$ cat src/rtl/rgbstream_gen.sv
// rgbstream_gen: raster timing generator that emits one registered RGB stream word per pixel clock.
module rgbstream_gen #(
    parameter int unsigned hactive  = 640,
    parameter int unsigned hfp      = 16,
    parameter int unsigned hsw      = 96,
    parameter int unsigned hbp      = 48,
    parameter int unsigned vactive  = 480,
    parameter int unsigned vfp      = 10,
    parameter int unsigned vsw      = 2,
    parameter int unsigned vbp      = 33,
    parameter logic [2:0]  color_bg = 3'b000
) (
    input  logic        px_clk,
    input  logic        rst_n,
    input  logic        en,
    output logic [25:0] RGBStr_o,
    output logic        line_o,
    output logic        frame_o
);

    localparam int unsigned CNT_W  = 10;
    localparam int unsigned WORD_W = 26;
    localparam int unsigned HT     = hactive + hfp + hsw + hbp;
    localparam int unsigned VT     = vactive + vfp + vsw + vbp;

    localparam logic [CNT_W-1:0] H_ACT    = CNT_W'(hactive);
    localparam logic [CNT_W-1:0] H_SYNC_S = CNT_W'(hactive + hfp);
    localparam logic [CNT_W-1:0] H_SYNC_E = CNT_W'(hactive + hfp + hsw);
    localparam logic [CNT_W-1:0] H_LAST   = CNT_W'(HT - 1);
    localparam logic [CNT_W-1:0] V_ACT    = CNT_W'(vactive);
    localparam logic [CNT_W-1:0] V_SYNC_S = CNT_W'(vactive + vfp);
    localparam logic [CNT_W-1:0] V_SYNC_E = CNT_W'(vactive + vfp + vsw);
    localparam logic [CNT_W-1:0] V_LAST   = CNT_W'(VT - 1);

    // Idle word: sync lines deasserted (high), everything else zero.
    localparam logic [WORD_W-1:0] RESET_WORD = WORD_W'(26'h0000006);

    // Stream word layout, MSB first: {B,G,R}, XC, YC, HS, VS, Active.
    typedef struct packed {
        logic [2:0]       rgb;
        logic [CNT_W-1:0] xc;
        logic [CNT_W-1:0] yc;
        logic             hs;
        logic             vs;
        logic             active;
    } stream_word_t;

    logic [CNT_W-1:0] hc;
    logic [CNT_W-1:0] vc;
    logic             hc_last_c;
    logic             vc_last_c;
    logic             active_c;
    stream_word_t     word_c;

    // Decode the current count position into a stream word.
    always_comb begin
        hc_last_c     = (hc == H_LAST);
        vc_last_c     = (vc == V_LAST);
        active_c      = (hc < H_ACT) && (vc < V_ACT);
        word_c        = '0;
        word_c.rgb    = active_c ? color_bg : 3'b000;
        word_c.xc     = hc;
        word_c.yc     = vc;
        word_c.hs     = !((hc >= H_SYNC_S) && (hc < H_SYNC_E));
        word_c.vs     = !((vc >= V_SYNC_S) && (vc < V_SYNC_E));
        word_c.active = active_c;
    end

    // Horizontal counter: advances on every enabled cycle, wraps at end of line.
    always_ff @(posedge px_clk or negedge rst_n) begin
        if (!rst_n) begin
            hc <= '0;
        end else if (en) begin
            hc <= hc_last_c ? '0 : hc + CNT_W'(1);
        end
    end

    // Vertical counter: advances when the line wraps, wraps at end of frame.
    always_ff @(posedge px_clk or negedge rst_n) begin
        if (!rst_n) begin
            vc <= '0;
        end else if (en && hc_last_c) begin
            vc <= vc_last_c ? '0 : vc + CNT_W'(1);
        end
    end

    // Output registers: word and strobes only update on enabled cycles so they hold together.
    always_ff @(posedge px_clk or negedge rst_n) begin
        if (!rst_n) begin
            RGBStr_o <= RESET_WORD;
            line_o   <= 1'b0;
            frame_o  <= 1'b0;
        end else if (en) begin
            RGBStr_o <= word_c;
            line_o   <= hc_last_c;
            frame_o  <= hc_last_c && vc_last_c;
        end
    end

endmodule

$ cat config.mk
export PLATFORM = sky130hd
export DESIGN_NAME = rgbstream_gen
export DESIGN_NICKNAME = d
export VERILOG_FILES = /design/src/rtl/rgbstream_gen.sv
export SDC_FILE = /design/constraint.sdc
export NUM_CORES = 1
export LEC_CHECK = 0
export ABC_AREA = 1
export BUFFER_PORTS_ARGS = -buffer_cell sky130_fd_sc_hd__buf_2
export CAP_MARGIN = 15
export CELL_PAD_IN_SITES_DETAIL_PLACEMENT = 1
export CELL_PAD_IN_SITES_GLOBAL_PLACEMENT = 2
export CORE_ASPECT_RATIO = 0.8
export CORE_UTILIZATION = 35
export CTS_BUF_LIST = sky130_fd_sc_hd__clkbuf_4 sky130_fd_sc_hd__clkbuf_8
export DETAILED_ROUTE_END_ITERATION = 10
export HOLD_SLACK_MARGIN = 0.15
export PLACE_DENSITY_LB_ADDON = 0.1
export SLEW_MARGIN = 20
export SYNTH_ARGS = -nofsm -noshare
export SYNTH_HDL_FRONTEND = slang
export SYNTH_SLANG_ARGS = --single-unit
$ cat constraint.sdc
create_clock -name px_clk -period 1.6 [get_ports px_clk]
set_clock_uncertainty 0.05 [all_clocks]
set_input_delay 0.32 -clock px_clk [delete_from_list [all_inputs] [get_ports px_clk]]
set_output_delay 0.32 -clock px_clk [all_outputs]
set_load 0.02 [all_outputs]
==> summary.md <==
| Metric | Value |
|---|---|
| Per-cell routed wire length | ~14 um |
| Critical path required time | between 1.5 and 2 ns |
| Vias in the first global route | 1,881 |
| Die H | approximately 74 um |
| R2R Path Start | vc[1] |
| YS warnings | 0 |
| Initial Util | between 30% and 40% |
| Initial antenna violation count | 0 |
| PD cells | 1240 nW/um2 |
| Worst R2R End | vc[9] |
| Congestion Overflow GR | 0 |
| Final WL | 5.83 mm |
| Mapped Area | 2250 um2 |
| GR Util All Layers | 19.2% |
| Layout area overhead | 20.8% |
| Endpoint class of the critical path | flop |
| Worst-skew pair later-pin latency | 0.31 ns |
| Post-synthesis adder-cell area fraction | under 10% |
| Vias per cell | 4.61 |
| Sequential element share of the synthesized area | 50.1% |
| Largest family of logic cells by synthesized area | simple AND/OR/NAND/NOR gates |
| Leak pwr | 1.43 nW |
| GPL Wtd Cong | 0.797 |
| Via count | approximately 1,900 |
| Mux share of post-synthesis cell area | 0% |
| WP data arrival | 1.63 ns |
| Total CTS buffers | 5 |
| Reg-to-reg slack, setup | 0.13 ns |
| HPWL Detailed | 4.30 mm |
| Number of clock sinks | 45 |
| ANT nets after route | 0 |
| Mean area per synthesized cell | 7.90 um2 |
| Worst-path clk slew | 0.09 ns |
| Minimum clock period | 1.47 ns |
| PnR Total Power | 3.37 mW |
| Number of primary I/O pins | 31 |
| Largest net degree at the start of global routing | 46 |
| Final Util | 44.8% |
| Outcome | finished clean |
| Crit-path max cell delay | 0.46 ns |
| CP max stage cell | dfrtp_2 |
| Cells after Synth | 285 |
| Setup violations, final | 0 |
| Row count | 25 |
| RSZ-0062 raised after global routing | yes |
| Die width | 91.7 um |
| Compound-Gate Fraction of Synth Area | 7.28% |
| Tcrit/Tclk final | 91.8% |
| VDD IR max | approximately 0.00053 V |
| Core Region | 6070 um2 |
| Hold Path Class | in -> reg |
| Layout cells sized above 1 | 22.3% |
| Clk Tree Root Cell | clkbuf_8 |
| Starting DRT DRC Count | 56 |
| Synth cell types | 30 |
| CTS tree | built |
| Critical-path cell list | inv_1 -> ha_1 -> inv_1 -> nor2_1 -> nand3_1 -> nor2_4 -> nand3_1 -> nand2_1 -> nor2_1 |
| Critical path class | reg -> reg |
| Simple-gate portion of the synthesized area | 29.3% |
| Port Buffers | 27 |
| Seq cells post-synth | 45 |
| Post-layout nets | around 330 |
| F_max | between 600 and 700 MHz |
| Global-route wire length before repair | 9.76 mm |
| Synth Area in XOR/XNOR | 1.17% |
| Worst Setup Start Kind | flop |
| Worst Setup SP | vc[1] |
| Max-cap violations | 0 |
| Final Hold Viols | 0 |
| CTS Buffer Depth | 2 |
| R2R depth | 9 |
| Diodes inserted | 0 |
| Final Max Tran Viols | 0 |
| Critical path fanouts, max | 6 |
| Max H-tree Level | 2 |
| Post-route DRC | 0 |
| Crit path to | vc[9] |
| Die Area | 6760 um2 |
| Fillers | 766 |
| Detailed Routing Iterations Pass 1 | 4 |
## cell type report
| class | count | area, um2 | share of cell area (%) |
|---|---|---|---|
| sequential | 45 | 1130 | 41.5 |
| timing repair buffer | 44 | 303 | 11.1 |
| multi-input combinational | 193 | 928 | 34.1 |
| inverter | 37 | 139 | 5.10 |
| clock buffer | 6 | 82.6 | 3.03 |
| clock inverter | 2 | 37.5 | 1.38 |
| tap | 81 | 101 | 3.72 |
## metal layers
metal	vias to the layer above	GRT usage, %	wire, um
met4	0	6.88	85
met3	8	3.52	180
li1	962	-	-
met5	-	0	0
met2	36	25.8	2210
met1	875	29.9	3350
## report_power, final
part           internal [mW]  leakage, nW  switching, mW
clock network          0.508       0.0574          0.427
registers               1.33        0.555          0.166
logic                  0.337        0.815          0.606
total                   2.17         1.43           1.20
## worst max-delay path, delay by kind of cell (launching register included)
| kind | cells | cell delay (ns) |
|---|---|---|
| DFF | 1 | 0.46 |
| adders and majority gates | 1 | 0.13 |
| and+or+nand+nor | 6 | 0.61 |
| buffers and inverters | 2 | 0.11 |
## registers in the layout (all words and copies together) (netlist names)
signal    cells
frame_o       1
hc           10
line_o        1
vc           10
RGBStr_o     23
## cells in the final DEF, fill, tap and decap left out
| cell | instances |
|---|---|
| xnor2_1 | 1 |
| ha_2 | 1 |
| dfstp_2 | 2 |
| inv_2 | 4 |
| buf_12 | 3 |
| xor2_1 | 2 |
| nor4_1 | 1 |
| conb_1 | 3 |
| nor3_2 | 2 |
| nor2_1 | 29 |
| o22ai_1 | 1 |
| nand2_2 | 2 |
| nand4_4 | 1 |
| dfrtp_2 | 1 |
| clkinvlp_4 | 1 |
| o21ai_2 | 2 |
| o21bai_1 | 1 |
| a21oi_1 | 2 |
| buf_2 | 27 |
| clkbuf_8 | 6 |
| buf_4 | 13 |
| o21ai_0 | 20 |
| o31ai_1 | 1 |
| nand3_1 | 13 |
| nand4_2 | 1 |
| dlygate4sd3_1 | 1 |
| nor3_1 | 1 |
| nor2_2 | 5 |
| nand3b_1 | 1 |
| inv_1 | 33 |
| nand2_1 | 91 |
| nand4_1 | 5 |
| bufinv_16 | 1 |
| ha_1 | 3 |
| o21ai_1 | 3 |
| dfrtp_1 | 42 |
| nor2_4 | 1 |
## Yosys cell counts, drive strengths merged
cell type | n | area share [%]
o22ai | 1 | 0.28
nand3b | 1 | 0.33
xor2 | 2 | 0.78
nand2 | 93 | 16
nor2 | 35 | 6.5
inv | 37 | 6.2
dfrtp | 43 | 48
a21oi | 2 | 0.44
nand3 | 13 | 2.9
nand4 | 7 | 2.5
clkbuf | 1 | 0.17
o21bai | 1 | 0.33
buf | 11 | 3.4
xnor2 | 1 | 0.39
o21ai | 25 | 5.9
o31ai | 1 | 0.33
nor3 | 3 | 1.1
ha | 4 | 2.2
conb | 1 | 0.17
nor4 | 1 | 0.28
dfstp | 2 | 2.3
## per-stage QoR
step	area (um2)	hold WS, ns	std cells	worst slack [ns]	setup TNS (ns)
after floorplan	2260	-0.0256	287	0.276	0
after global placement	2540	0.276	395	0.127	0
after detailed placement	2540	0.274	395	0.0838	0
after CTS	2670	0.265	404	0.0587	0
after global routing	2720	0.283	408	-0.0154	-0.0368
final	2720	0.266	408	0.132	0
## cell families (layout without fill, tap and decap cells)
group | count (synthesis) | after routing
AOI/OAI and AO/OA | 30 | 30
xor gates and xnor gates | 3 | 3
adders and majority gates | 4 | 4
buffers and inverters | 49 | 89
DFF | 45 | 45
other | 1 | 3
and+or+nand+nor | 153 | 153
## worst min-delay path by stage
| stage | start | endpoint | cells past startpoint |
|---|---|---|---|
| finish | en | RGBStr_o[22] | 3 |
| global placement | rst_n | RGBStr_o[18] | 2 |
| detailed placement | rst_n | RGBStr_o[18] | 2 |
| global route | en | RGBStr_o[22] | 3 |
| floorplan | rst_n | RGBStr_o[0] | 0 |
| CTS | en | RGBStr_o[22] | 3 |
## what timing repair did
item | 4_1_cts | 5_1_grt
gates resized for setup | 0 | 5
endpoints found under the setup margin | 0 | 13
buffers inserted | 0 | 4
hold endpoints to repair | 43 | 0
hold buffers | 1 | 0
(Power assumes the default switching activity.)
